--- src/rtl/instruction_loader_if.sv ---
// Byte-stream input and instruction-memory write port of the instruction loader.
// The loader takes the slave modport; whatever feeds it bytes and watches the writes takes master.
interface instruction_loader_if;
    logic [7:0]  in_data;
    logic        in_valid;
    logic        in_ready;
    logic        wr_en;
    logic [31:0] wr_addr;
    logic [31:0] wr_data;
    logic        cpu_hold;
    logic        done;
    logic        error;

    modport master (
        output in_data, in_valid,
        input  in_ready, wr_en, wr_addr, wr_data, cpu_hold, done, error
    );

    modport slave (
        input  in_data, in_valid,
        output in_ready, wr_en, wr_addr, wr_data, cpu_hold, done, error
    );
endinterface

--- src/rtl/instruction_loader.sv ---
// Loads a framed program (A5, 16-bit count, N big-endian words, XOR checksum)
// into instruction memory, holding the CPU until a load completes cleanly.
//
// state  | meaning
// IDLE   | hunting for the A5 header, other bytes dropped
// CNT_HI | expecting word-count MSB
// CNT_LO | expecting word-count LSB, range check
// DATA   | assembling words, one memory write per 4 bytes
// CHECK  | expecting checksum byte
// FINISH | single dead cycle, input not accepted
module instruction_loader #(
    parameter logic [31:0] BASE_ADDR = 32'h0000_0000,
    parameter int unsigned MAX_WORDS = 256
) (
    input logic                 clk,
    input logic                 rst,
    instruction_loader_if.slave bus
);
    typedef enum logic [2:0] {
        IDLE,
        CNT_HI,
        CNT_LO,
        DATA,
        CHECK,
        FINISH
    } state_t;

    localparam logic [31:0] MaxWords = 32'(MAX_WORDS);
    localparam logic [7:0]  Header   = 8'hA5;

    state_t      state;
    state_t      stateNext;

    logic [7:0]  cntHi;
    logic [15:0] wordsLeft;
    logic [1:0]  byteIdx;
    logic [31:0] assembler;
    logic [7:0]  checksum;
    logic [31:0] addrNext;

    logic        accept;
    logic [15:0] countFull;
    logic        countZero;
    logic        countTooBig;
    logic        wordDone;
    logic        lastWord;
    logic        checkOk;

    logic        startFrame;
    logic        loadCntHi;
    logic        loadCount;
    logic        shiftByte;
    logic        writeWord;
    logic        finishOk;
    logic        finishBad;

    assign bus.in_ready = (state != FINISH) && !rst;
    assign accept       = bus.in_valid && bus.in_ready;

    assign countFull    = {cntHi, bus.in_data};
    assign countZero    = (countFull == 16'd0);
    assign countTooBig  = ({16'd0, countFull} > MaxWords);
    assign wordDone     = (byteIdx == 2'd3);
    assign lastWord     = (wordsLeft == 16'd1);
    assign checkOk      = (checksum == bus.in_data);

    always_ff @(posedge clk) begin
        if (rst) begin
            state <= IDLE;
        end else begin
            state <= stateNext;
        end
    end

    always_comb begin
        stateNext  = state;
        startFrame = 1'b0;
        loadCntHi  = 1'b0;
        loadCount  = 1'b0;
        shiftByte  = 1'b0;
        writeWord  = 1'b0;
        finishOk   = 1'b0;
        finishBad  = 1'b0;
        case (state)
            IDLE: begin
                if (accept && (bus.in_data == Header)) begin
                    stateNext  = CNT_HI;
                    startFrame = 1'b1;
                end
            end
            CNT_HI: begin
                if (accept) begin
                    stateNext = CNT_LO;
                    loadCntHi = 1'b1;
                end
            end
            CNT_LO: begin
                if (accept) begin
                    loadCount = 1'b1;
                    if (countTooBig) begin
                        stateNext = FINISH;
                        finishBad = 1'b1;
                    end else if (countZero) begin
                        stateNext = CHECK;
                    end else begin
                        stateNext = DATA;
                    end
                end
            end
            DATA: begin
                if (accept) begin
                    shiftByte = 1'b1;
                    if (wordDone) begin
                        writeWord = 1'b1;
                        if (lastWord) begin
                            stateNext = CHECK;
                        end
                    end
                end
            end
            CHECK: begin
                if (accept) begin
                    stateNext = FINISH;
                    finishOk  = checkOk;
                    finishBad = !checkOk;
                end
            end
            FINISH: begin
                stateNext = IDLE;
            end
            default: begin
                stateNext = IDLE;
            end
        endcase
    end

    // All strobes are qualified by accept, so a stalled input freezes the datapath.
    always_ff @(posedge clk) begin
        if (rst) begin
            cntHi        <= 8'd0;
            wordsLeft    <= 16'd0;
            byteIdx      <= 2'd0;
            assembler    <= 32'd0;
            checksum     <= 8'd0;
            addrNext     <= BASE_ADDR;
            bus.wr_en    <= 1'b0;
            bus.wr_addr  <= BASE_ADDR;
            bus.wr_data  <= 32'd0;
            bus.done     <= 1'b0;
            bus.error    <= 1'b0;
            bus.cpu_hold <= 1'b1;
        end else begin
            bus.wr_en <= writeWord;
            bus.done  <= finishOk;

            if (startFrame) begin
                bus.error    <= 1'b0;
                bus.cpu_hold <= 1'b1;
                byteIdx      <= 2'd0;
                addrNext     <= BASE_ADDR;
            end

            if (loadCntHi) begin
                cntHi    <= bus.in_data;
                checksum <= bus.in_data;
            end

            if (loadCount) begin
                wordsLeft <= countFull;
                checksum  <= checksum ^ bus.in_data;
            end

            if (shiftByte) begin
                assembler <= {assembler[23:0], bus.in_data};
                byteIdx   <= byteIdx + 2'd1;
                checksum  <= checksum ^ bus.in_data;
            end

            // Address wraps modulo 2^32 by plain 32-bit addition.
            if (writeWord) begin
                bus.wr_data <= {assembler[23:0], bus.in_data};
                bus.wr_addr <= addrNext;
                addrNext    <= addrNext + 32'd4;
                wordsLeft   <= wordsLeft - 16'd1;
            end

            if (finishOk) begin
                bus.cpu_hold <= 1'b0;
            end

            if (finishBad) begin
                bus.error <= 1'b1;
            end
        end
    end
endmodule

--- src/flat_wrapper.sv ---
// flat-port wrapper written by rule: the top's interface ports become plain ports
module instruction_loader_flat 
#(
    parameter logic [31:0] BASE_ADDR = 32'h0000_0000,
    parameter int unsigned MAX_WORDS = 256
)
  (clk, rst, bus_in_data, bus_in_valid, bus_in_ready, bus_wr_en, bus_wr_addr, bus_wr_data, bus_cpu_hold, bus_done, bus_error);
  instruction_loader_if bus_i ();
  input logic clk;
  input logic rst;
  input wire logic [$bits(bus_i.in_data)-1:0] bus_in_data;
  input wire logic [$bits(bus_i.in_valid)-1:0] bus_in_valid;
  output wire logic [$bits(bus_i.in_ready)-1:0] bus_in_ready;
  output wire logic [$bits(bus_i.wr_en)-1:0] bus_wr_en;
  output wire logic [$bits(bus_i.wr_addr)-1:0] bus_wr_addr;
  output wire logic [$bits(bus_i.wr_data)-1:0] bus_wr_data;
  output wire logic [$bits(bus_i.cpu_hold)-1:0] bus_cpu_hold;
  output wire logic [$bits(bus_i.done)-1:0] bus_done;
  output wire logic [$bits(bus_i.error)-1:0] bus_error;
  assign bus_i.in_data = bus_in_data;
  assign bus_i.in_valid = bus_in_valid;
  assign bus_in_ready = bus_i.in_ready;
  assign bus_wr_en = bus_i.wr_en;
  assign bus_wr_addr = bus_i.wr_addr;
  assign bus_wr_data = bus_i.wr_data;
  assign bus_cpu_hold = bus_i.cpu_hold;
  assign bus_done = bus_i.done;
  assign bus_error = bus_i.error;
  instruction_loader #(.BASE_ADDR(BASE_ADDR), .MAX_WORDS(MAX_WORDS)) u_core (.clk(clk), .rst(rst), .bus(bus_i));
endmodule
--- config.mk ---
export PLATFORM = sky130hd
export DESIGN_NAME = instruction_loader_flat
export DESIGN_NICKNAME = d
export VERILOG_FILES = /design/src/rtl/instruction_loader_if.sv /design/src/rtl/instruction_loader.sv /design/src/flat_wrapper.sv
export SDC_FILE = /design/constraint.sdc
export NUM_CORES = 1
export LEC_CHECK = 0
export BUFFER_PORTS_ARGS = -buffer_cell sky130_fd_sc_hd__buf_2
export CORE_ASPECT_RATIO = 1.25
export CORE_MARGIN = 5
export CORE_UTILIZATION = 62
export DETAILED_ROUTE_END_ITERATION = 8
export GPL_ROUTABILITY_DRIVEN = 0
export PLACE_DENSITY_LB_ADDON = 0.08
export RECOVER_POWER = 50
export SLEW_MARGIN = 15
export SYNTH_ARGS = -nofsm -noshare
export SYNTH_HDL_FRONTEND = slang
export SYNTH_SLANG_ARGS = --single-unit
--- constraint.sdc ---
create_clock -name clk -period 4.3 [get_ports clk]
set_input_delay 0.43 -clock clk [delete_from_list [all_inputs] [get_ports clk]]
set_output_delay 0.43 -clock clk [all_outputs]
set_load 0.05 [all_outputs]
==> results of run 1 <==
==> final timing paths <==
check,end,slack (ns),from,depth (start not counted)
min reg2reg,u_core.bus.wr_data[25],0.44,u_core.assembler[17],2
min,u_core.wordsLeft[6],0.34,bus_in_valid,2
max,u_core.addrNext[18],1.14,rst,7
max reg2reg,u_core.bus.wr_data[27],1.47,u_core.state[0],6
==> cells by family after synthesis <==
logic type	after synthesis	share of synthesized area
AO/OA/AOI/OAI	128	0.113
XOR/XNOR	13	0.0168
adder cells (fa/ha/maj)	4	0.00738
buffers and inverters	66	0.0408
flip-flops	157	0.463
multiplexers	12	0.0201
other	1	0.000553
AND/OR/NAND/NOR	454	0.338
==> per-stage QoR <==
| step | std cells | power [mW] |
|---|---|---|
| after floorplan | 836 | 1.64 |
| after global placement | 991 | 1.67 |
| after detailed placement | 991 | 1.67 |
| after CTS | 1023 | 3.21 |
| after global routing | 1023 | 3.31 |
| final | 1023 | 3.20 |
==> state kept, by name, summed over array words and instances (netlist names) <==
name	flops
u_core.bus.wr_data	32
u_core.addrNext	30
u_core.bus.wr_addr	30
u_core.assembler	24
u_core.wordsLeft	16
u_core.checksum	8
u_core.cntHi	8
u_core.state	3
u_core.byteIdx	2
u_core.bus.cpu_hold	1
u_core.bus.done	1
u_core.bus.error	1
u_core.bus.wr_en	1
==> synth_stat cells (3+ instances only) <==
cell	count	area, µm²
or4_1	12	90.1
buf_4	3	22.5
or2_2	3	18.8
nand4b_1	3	26.3
nand4_1	12	75.1
nand3b_1	60	450
xnor2_1	7	61.3
a31oi_1	8	50.1
nand2_1	236	886
nor4_2	3	37.5
nor2b_1	5	31.3
xor2_1	6	52.6
ha_1	4	50.1
and4_1	4	35.0
mux2_2	5	56.3
nor3_1	9	45.0
a21oi_1	67	335
or3_1	4	25.0
o211ai_1	12	90.1
and3_1	8	50.1
nor4_1	4	25.0
inv_1	5	18.8
o21ai_0	16	80.1
nor2_1	44	165
buf_1	6	22.5
nand2b_1	6	37.5
mux2_1	4	45.0
buf_2	14	70.1
clkbuf_1	37	139
nand3_1	24	120
a211oi_1	4	30.0
dfxtp_1	157	3140
==> layer usage <==
| metal | up-vias | global-route usage | routed length (µm) |
|---|---|---|---|
| li1 | 2948 | - | - |
| met1 | 2884 | 0.302 | 6950 |
| met2 | 224 | 0.424 | 8340 |
| met3 | 43 | 0.0574 | 975 |
| met4 | 0 | 0.100 | 363 |
| met5 | - | 0 | 0 |
==> final cells by class <==
type,count,share of cell area
multi-input combinational,613,0.439
sequential,157,0.411
inverter,6,0.00294
clock inverter,13,0.0234
tap,132,0.0216
timing repair buffer,83,0.0448
clock buffer,19,0.0579
==> power breakdown <==
part           internal (mW)  total, mW  switching [mW]
combinational         0.0497      0.154           0.104
clock                  0.944       1.56           0.614
sequential              1.47       1.49          0.0217
total                   2.46       3.20           0.740
==> metrics.md, run 1 <==
| Metric | Value |
|---|---|
| Outcome | completed |
| CP max stage cell | clkbuf_1 |
| Design Area, Final | approximately 0.0077 mm² |
| VDD IR max | 0.246 mV |
| Final core occ | 0.717 |
| Num ports | 80 |
| Post-layout minimum cycle time | between 3 and 4 ns |
| Multi-input gate area | 0.00336 mm² |
| Vias | between 6k and 7k |
| Hold Fails Final Rpt | 0 |
| Arrival @ worst endpoint | 3.49 ns |
| CP Class | primary input to register |
| Endpoint class of the critical path | register |
| Inserted Clock Buffers | 17 |
| Layout fillers | about 900 |
| Antenna Nets Post-Route | 0 |
| Sum of negative setup slack | 0 ns |
| CTS HTree Levels | 4 |
| CORE AREA | 0.0107 mm² |
| Layout area overhead | 12.9% |
| Vias per cell | a little under 6 |
| Worst setup margin | 1.14 ns |
| Num rows | 42 |
| PD cells | 418 mW/mm² |
| GRT Overall Usage | 0.249 |
| Worst Skew | 0.00968 ns |
| Period utilization | 0.734 |
| Drt initial violations | 437 |
| CP required | 4.63 ns |
| Worst-Margin Slew | 1.21 ns |
| Cell family with most CP delay | buffers and inverters |
| Nets@finish | 893 |
| Final setup viols | 0 |
| CTS tree | built |
| FF+latch count, synth | 157 |
| Critical path buffers and inverters | 2 |
| Synthesized instance count | 835 |
| RSZ-0062 raised after global routing | false |
| DR WL/cell | 16.3 µm |
| First drt pass iteration count | 5 |
| Place WS | 1.48 ns |
| Port Buffers | 77 |
| Maximum clock rate | 317 MHz |
| ANT cells | 0 |
| Crit path max fanout | 58 |
| WL final | 16600 µm |
| Async S/R FF share, synth | 0 |
| Sequence of cells on the critical path | clkbuf_1 > and3b_1 > nand2_1 > buf_4 > and2_0 > a21oi_1 > a211oi_1 |
| Starting density of the core | 0.636 |
| Max Buffers Root-to-Sink | 2 |
| Final Max Tran Viols | 0 |
| Post-synthesis cell type count | 70 |
| Largest net degree at the start of global routing | 68 |
| GRT overflow | 0 |
| Die height | between 100 and 150 µm |
| CTS sink count | ~160 |
| Placed cell area | 0.00713 mm² |
| Residual DRC | 0 |
| Max cap viols | 0 |
| Final hold slack | 0.341 ns |
| Hold_buf cts | 0 |
| CP Launch Type | primary input |
| Share of layout cells above drive strength 1 | 0.0774 |
| Largest stage delay on the critical path | ~0.87 ns |
| Register Area | 0.00314 mm² |
| Die Wd | between 100 and 150 µm |
| Seq/Total Area, Yosys | 0.463 |
| Setup Fix Bufs, Post-CTS | 0 |
| Yosys Warn Count | 0 |
| Initial antenna violation count | 0 |
| Cell Area, Synth | ~0.0068 mm² |
| Die ar. | roughly 0.013 mm² |
| Root Buffer | clkbuf_16 |
| Hold crit path type | primary input to register |
| Post-synth EDFFs | 0 |
| Post-cts sizing count | 0 |
| Ys flop type | dfxtp_1 |
| Number of global-route vias before repair | 5760 |
| Slew margin rel. | 0.192 |
| Syn Area/Cell | about 8 µm² |
| Most frequent cells in the layout | 237 x nand2_1, 157 x dfxtp_1, 69 x clkbuf_1 |
| HPWL Detailed | between 10000 and 15000 µm |
| Global-route wire length before repair | ~27000 µm |
| Pleak | 2.96 nW |
| Clock transition at path regs | 0.06 ns |
| Commonest non-fill, non-tap cell in the layout | nand2_1 |
| Clock network latency to the later pin of the worst-skew pair | between 0.4 and 0.5 ns |
No activity file was read; power rests on OpenSTA's default activity.
==> run 2, diff against run 1 <==
--- a/config.mk
+++ b/config.mk
@@ -5,10 +5,11 @@
 export SDC_FILE = /design/constraint.sdc
 export NUM_CORES = 1
 export LEC_CHECK = 0
+export ABC_AREA = 1
 export BUFFER_PORTS_ARGS = -buffer_cell sky130_fd_sc_hd__buf_2
 export CORE_ASPECT_RATIO = 1.25
 export CORE_MARGIN = 5
-export CORE_UTILIZATION = 62
+export CORE_UTILIZATION = 53
 export DETAILED_ROUTE_END_ITERATION = 8
 export GPL_ROUTABILITY_DRIVEN = 0
 export PLACE_DENSITY_LB_ADDON = 0.08
==> constraint.sdc (replaced) <==
create_clock -name clk -period 2.6 [get_ports clk]
set_input_delay 0.26 -clock clk [delete_from_list [all_inputs] [get_ports clk]]
set_output_delay 0.26 -clock clk [all_outputs]
set_load 0.05 [all_outputs]
==> run 2 against run 1 <==
  * Sequential share of layout area is 1.8 points lower
  * Area after synthesis is 3.6% higher
  * Setup slack worse by 0.72 ns
  * Via count is 9.6% higher
  * Utilization is 11 points lower
  * First-iteration DRC count is 0.92% lower
  * Critical path depth is 1 higher
  * Flip-flop and latch count stayed put
  * Synthesized cell count is 24% higher
==> metrics.md, run 2 <==
| Metric | Value |
|---|---|
| Pleak | approximately 3.4 nW |
| Sum of negative setup slack | 0 ns |
| Worst Skew | 0.00861 ns |
| DR WL/cell | 14.2 µm |
| Async S/R FF share, synth | 0 |
| Hold Fails Final Rpt | 0 |
| Mux share of post-synthesis cell area | 0 |
| Max reg flops | 32 |
| CTS tree | built |
| Global-route wire length before repair | between 30000 and 40000 µm |
| XOR/XNOR share of the synthesized area | 0.0137 |
| Max Buffers Root-to-Sink | 2 |
| Share of layout cells above drive strength 1 | 0.0514 |
| Setup Fix Bufs, Post-CTS | 0 |
| Initial antenna violation count | 0 |
| Residual DRC | 0 |
| PD cells | approximately 630 mW/mm² |
| Synth area leader | dfxtp_1 |
| Num rows | 47 |
| Critical path buffers and inverters | 1 |
| Drt initial violations | 433 |
| Root Buffer | clkbuf_16 |
| Post-cts sizing count | 0 |
| Most common cell on crit path | o21ai_0 |
| GRT Overall Usage | 0.235 |
| Ys flop type | dfxtp_1 |
| Largest stage delay on the critical path | between 0.6 and 0.7 ns |
| Largest net degree at the start of global routing | 86 |
| Port Buffers | 77 |
| Switching share of total power | 0.215 |
| Main combinational cell family by area after synthesis | simple AND/OR/NAND/NOR gates |
| Cell family with most CP delay | buffers and inverters |
| FF+latch count, synth | 157 |
| Simple-Gate Fraction of Synth Area | 0.346 |
| Synth Area in Compound Gates | 0.112 |
| Most instantiated cells after synthesis | 263 x nand2_1, 168 x nor2_1, 157 x dfxtp_1 |
| Hold_buf cts | 0 |
| Layout area overhead | 14.0% |
| Syn Area/Cell | 6.77 µm² |
| Clock transition at path regs | 0.06 ns |
| Place WS | 0.614 ns |
| CTS sink count | 157 |
| Switching power | about 1.1 mW |
| Crit path max fanout | 44 |
| Endpoint class of the critical path | register |
| Seq/Total Area, Yosys | 0.447 |
| Num ports | 80 |
| Outcome | completed |
| Combinational fraction of design power | 0.021 |
| Hold crit path type | primary input to register |
| Layout fillers | around 1.3k |
| Synthesized instance count | 1037 |
| R2R Path Start | u_core.state[2] |
| Final setup viols | 0 |
| Cell Area, Synth | roughly 0.0070 mm² |
| Most frequent cells in the layout | 263 x nand2_1, 169 x nor2_1, 157 x dfxtp_1 |
| Top post-synthesis cells by area | dfxtp_1 45%, nand2_1 14%, nand3_1 9.0% |
| Nets@finish | 1110 |
| Clock group share of total power | 0.504 |
| Yosys Warn Count | 0 |
| Maximum clock rate | 460 MHz |
| CTS HTree Levels | 4 |
| Number of global-route vias before repair | 6305 |
| Inserted Clock Buffers | 17 |
| Largest Register | u_core.bus.wr_data |
| RSZ-0062 raised after global routing | false |
| Worst Min Path Start | bus_in_data[6] |
| WL final | approximately 18000 µm |
| Clock network latency to the later pin of the worst-skew pair | approximately 0.43 ns |
| Max cap viols | 0 |
| Worst-Margin Slew | 1.02 ns |
| Die ar. | approximately 0.016 mm² |
| Crit path launch | u_core.state[2] |
| Worst setup margin | between 0.4 and 0.5 ns |
| Post-synth top area share | 0.447 |
| Die height | 139 µm |
| CP Class | register to register |
| CP required | approximately 2.9 ns |
| Post-synth EDFFs | 0 |
| Commonest non-fill, non-tap cell in the layout | nand2_1 |
| Post-layout minimum cycle time | 2.17 ns |
| Final Max Tran Viols | 0 |
| CORE AREA | 0.0131 mm² |
| Arrival @ worst endpoint | 2.46 ns |
| VDD IR max | 0.487 mV |
| First drt pass iteration count | 5 |
| Top-count cell post-synth | nand2_1 |
| ANT cells | 0 |
| Seq pwr share | 0.475 |
| Period utilization | 0.836 |
| Starting density of the core | 0.536 |
| Register Area | around 0.0031 mm² |
| CP max stage cell | clkbuf_2 |
| Vias per cell | 5.23 |
| Antenna Nets Post-Route | 0 |
| CP Launch Type | register |
| Post-synthesis cell type count | 32 |
| P_int | 3.98 mW |
| Regs by FF count | u_core.bus.wr_data x32, u_core.addrNext x30, u_core.bus.wr_addr x30 |
| Die Wd | roughly 110 µm |
| Slew margin rel. | 0.313 |
| Final hold slack | between 0.1 and 0.15 ns |
| GRT overflow | 0 |
| HPWL Detailed | 12600 µm |
| Synth Area in Adders | 0.00712 |
| Sequence of cells on the critical path | nand3_2 > nand3_4 > nor2_1 > nand2_4 > clkbuf_2 > o21ai_0 > o21ai_0 > a21oi_1 |
| Vias | 6686 |
| Multi-input gate area | 0.00337 mm² |
## run 2: cell types whose count changed after synthesis, moves of 6 or more
cell / previous run / this run
nand3_1: 24 / 127
o21ai_0: 16 / 77
nand2b_1: 6 / 0
nand2_1: 236 / 263
nand3b_1: 60 / 7
and3_1: 8 / 0
nor2_1: 44 / 168
o211ai_1: 12 / 1
inv_1: 5 / 75
or4_1: 12 / 0
a31oi_1: 8 / 0
clkbuf_1: 37 / 24
nand4_1: 12 / 3
## run 2: cells by family (layout without fill, tap and decap cells)
family | Yosys count | after routing
DFF | 157 | 157
xor gates and xnor gates | 11 | 11
other | 1 | 2
and+or+nand+nor | 582 | 582
AOI/OAI and AO/OA | 155 | 155
buffers and inverters | 127 | 197
adders and majority gates | 4 | 4
## run 2: routing by layer
metal	GRT usage	vias up	wire length (µm)
li1	-	3459	-
met1	0.284	3000	7740
met2	0.399	175	8900
met3	0.0450	52	878
met4	0.109	0	612
met5	0	-	0
## run 2: final timing paths
| check | cells after the start | slack (ns) | end |
|---|---|---|---|
| worst max-delay path | 8 | 0.43 | u_core.wordsLeft[2] |
| worst min-delay path | 3 | 0.15 | u_core.wordsLeft[6] |
| worst max register to register | 8 | 0.43 | u_core.wordsLeft[2] |
| worst min register to register | 2 | 0.46 | u_core.bus.wr_data[27] |
## run 2: tightest hold or removal path, stage by stage
cell	delay [ns]
buf_2	0.14
nor2_1	0.06
nor2_1	0.08
## run 2: cell type report
cell class / count / share of cell area
clock buffer: 21 / 0.0563
clock inverter: 11 / 0.0197
inverter: 78 / 0.0366
multi-input combinational: 754 / 0.421
sequential: 157 / 0.393
tap: 171 / 0.0267
timing repair buffer: 87 / 0.0477
## run 2: power groups by stage
stage	Sequential (mW)	Clock, mW	Combinational, mW
6_report	2.41	2.55	0.109
5_1_grt	2.40	2.72	0.118
4_1_cts	2.40	2.60	0.109
3_5_place_dp	2.46	0	0.109
3_3_place_gp	2.46	0	0.109
2_1_floorplan	2.46	0	0.0690
## run 2: stage by stage
step,std cells,utilization,instance area (µm²),total power [mW]
6_report,1279,0.611,8010,5.07
5_1_grt,1279,0.611,8010,5.24
4_1_cts,1279,0.618,8110,5.11
3_5_place_dp,1247,0.572,7500,2.57
3_3_place_gp,1247,0.572,7500,2.57
2_1_floorplan,1038,-,7030,2.53
==> run 3, diff against run 2 <==
==> constraint.sdc (replaced) <==
create_clock -name clk -period 1.9 [get_ports clk]
set_input_delay 0.19 -clock clk [delete_from_list [all_inputs] [get_ports clk]]
set_output_delay 0.19 -clock clk [all_outputs]
set_load 0.05 [all_outputs]
==> run 3 against run 2 <==
  * Non-clock buffer count grew 17
  * Clock-buffer cell count shrank 2
  * Power grew 34%
  * Register-to-register slack lost 0.30 ns
  * Combinational power grew 39%
  * Via count grew 0.10%
  * Cell count grew 1.3%
  * Maximum frequency grew 23%
  * Sequential share of layout area shrank 0.93 points
  * Setup slack lost 0.30 ns
  * Clock skew grew 0.0014 ns
  * Utilization grew 1.5 points
  * Largest cell class unchanged
  * Highest routed layer unchanged
==> metrics.md, run 3 (synthesis results as in run 2) <==
| Metric | Value |
|---|---|
| Outcome | completed |
| Multi-input gate area | 0.00340 mm² |
| Layout fillers | 1272 |
| Die Wd | 113 µm |
| VDD IR max | 0.696 mV |
| Vias | between 6k and 7k |
| RSZ-0062 raised after global routing | true |
| Hold_buf cts | 0 |
| Clock transition at path regs | 0.07 ns |
| Final cell count without fillers | 1295 |
| Worst setup margin | between 0.1 and 0.15 ns |
| Num ports | 80 |
| HPWL Detailed | 12900 µm |
| WL final | 18400 µm |
| Crit path launch | u_core.addrNext[3] |
| Register Area | about 0.0031 mm² |
| Seq pwr share | 0.485 |
| CP Launch Type | register |
| Max reg flops | 32 |
| Reg-to-reg slack, setup | 0.13 ns |
| CTS tree | built |
| Worst r2r dst | u_core.addrNext[22] |
| Period utilization | 0.932 |
| Arrival @ worst endpoint | roughly 2.1 ns |
| P_int | 5.30 mW |
| Switching power | 1.48 mW |
| Root Buffer | clkbuf_16 |
| Max Buffers Root-to-Sink | 2 |
| CP required | about 2.2 ns |
| Worst-Margin Slew | about 0.64 ns |
| Endpoint class of the critical path | register |
| Place WS | around 0.011 ns |
| Max cap viols | 0 |
| Vias per cell | roughly 5.2 |
| Worst R2R Path Depth | 10 |
| Slew margin rel. | 0.575 |
| Worst Skew | ~0.010 ns |
| Pleak | 3.46 nW |
| Initial antenna violation count | 0 |
| Switching share of total power | 0.219 |
| R2R Path Start | u_core.addrNext[3] |
| Starting density of the core | 0.536 |
| Antenna Nets Post-Route | 0 |
| Inserted Clock Buffers | 17 |
| CORE AREA | ~0.013 mm² |
| Die ar. | roughly 0.016 mm² |
| ANT cells | 0 |
| Setup Fix Bufs, Post-CTS | 0 |
| Num rows | 47 |
| CTS sink count | 157 |
| Post-layout minimum cycle time | 1.77 ns |
| GRT overflow | 0 |
| Combinational fraction of design power | 0.022 |
| GRT Overall Usage | 0.236 |
| Largest Register | u_core.bus.wr_data |
| Layout area overhead | 16.8% |
| Share of layout cells above drive strength 1 | 0.0738 |
| DR WL/cell | approximately 14 µm |
| CTS HTree Levels | 4 |
| Hold Fails Final Rpt | 0 |
| Commonest non-fill, non-tap cell in the layout | nand2_1 |
| Hold crit path type | primary input to register |
| Clock group share of total power | 0.492 |
| Drt initial violations | 475 |
| Residual DRC | 0 |
| Number of global-route vias before repair | 6304 |
| CP Class | register to register |
| Maximum clock rate | 565 MHz |
| Worst Setup EP | u_core.addrNext[22] |
| Die height | between 100 and 150 µm |
| Regs by FF count | u_core.bus.wr_data x32, u_core.addrNext x30, u_core.bus.wr_addr x30 |
| Largest net degree at the start of global routing | 104 |
| Crit path max fanout | 4 |
| Clock network latency to the later pin of the worst-skew pair | 0.42 ns |
| Port Buffers | just under 80 |
| First drt pass iteration count | 5 |
| PD cells | approximately 830 mW/mm² |
| Global-route wire length before repair | 30400 µm |
| Most frequent cells in the layout | 263 x nand2_1, 165 x nor2_1, 156 x dfxtp_1 |
| Post-cts sizing count | 0 |
| Final setup viols | 0 |
| Nets@finish | 1127 |
| Placed cell count | about 1.3k |
| Final Max Tran Viols | 0 |
run 3: cell types whose count changed in the layout (fill, tap and decap cells not counted), moves of 2 or more:
cell      before  now
buf_12         1    3
buf_4          6   20
clkbuf_1      70   67
clkinv_2       0    2
nor2_1       169  165
nor2_2         1    3
nor2_4         0    2
run 3: worst min path at each step:
stage | start | end | slack, ns | cells past startpoint
floorplan | bus_in_data[6] | u_core.wordsLeft[6] | 0.32 | 2
global placement | u_core.assembler[16] | u_core.bus.wr_data[24] | 0.44 | 2
detailed placement | u_core.assembler[19] | u_core.bus.wr_data[27] | 0.44 | 2
CTS | bus_in_data[6] | u_core.wordsLeft[6] | 0.06 | 3
global route | bus_in_data[6] | u_core.wordsLeft[6] | 0.08 | 3
finish | bus_in_data[6] | u_core.wordsLeft[6] | 0.07 | 3
run 3: layout make-up:
| cell class | instances | share of cell area |
|---|---|---|
| clock buffer | 19 | 0.0540 |
| clock inverter | 12 | 0.0169 |
| inverter | 78 | 0.0357 |
| multi-input combinational | 754 | 0.414 |
| sequential | 157 | 0.383 |
| tap | 171 | 0.0261 |
| timing repair buffer | 104 | 0.0702 |
run 3: routing by layer:
layer | track usage | share of wire | vias up
met5 | 0 | 0 | -
met4 | 0.0899 | 0.021 | 0
met3 | 0.0384 | 0.042 | 29
met2 | 0.414 | 0.51 | 149
met1 | 0.289 | 0.43 | 3030
li1 | - | - | 3485
run 3: critical path: stages, from the launching register on:
cell and delay, ns:
dfxtp_1 0.39, ha_2 0.23, nand2_1 0.08, nor2_2 0.16
nand2_1 0.16, nor2_1 0.17, nand2_1 0.12, nor2_1 0.16
nand3_1 0.08, nand2_1 0.06, nor2_1 0.04
run 3: stage by stage:
step | utilization | power (mW) | setup TNS [ns] | hold slack (ns) | cell area [µm²]
3_5_place_dp | 0.584 | 3.51 | 0 | 0.442 | 7650
2_1_floorplan | - | 3.46 | 0 | 0.325 | 7030
4_1_cts | 0.628 | 6.84 | 0 | 0.0567 | 8240
6_report | 0.626 | 6.78 | 0 | 0.0720 | 8200
5_1_grt | 0.626 | 6.99 | -0.0325 | 0.0761 | 8200
3_3_place_gp | 0.584 | 3.52 | 0 | 0.437 | 7650
run 3: power groups by stage:
stage,sequential (mW),clock [mW],combinational (mW)
floorplan,3.36,0,0.0944
global placement,3.36,0,0.151
detailed placement,3.36,0,0.150
CTS,3.29,3.40,0.151
global route,3.29,3.54,0.164
finish,3.29,3.34,0.151
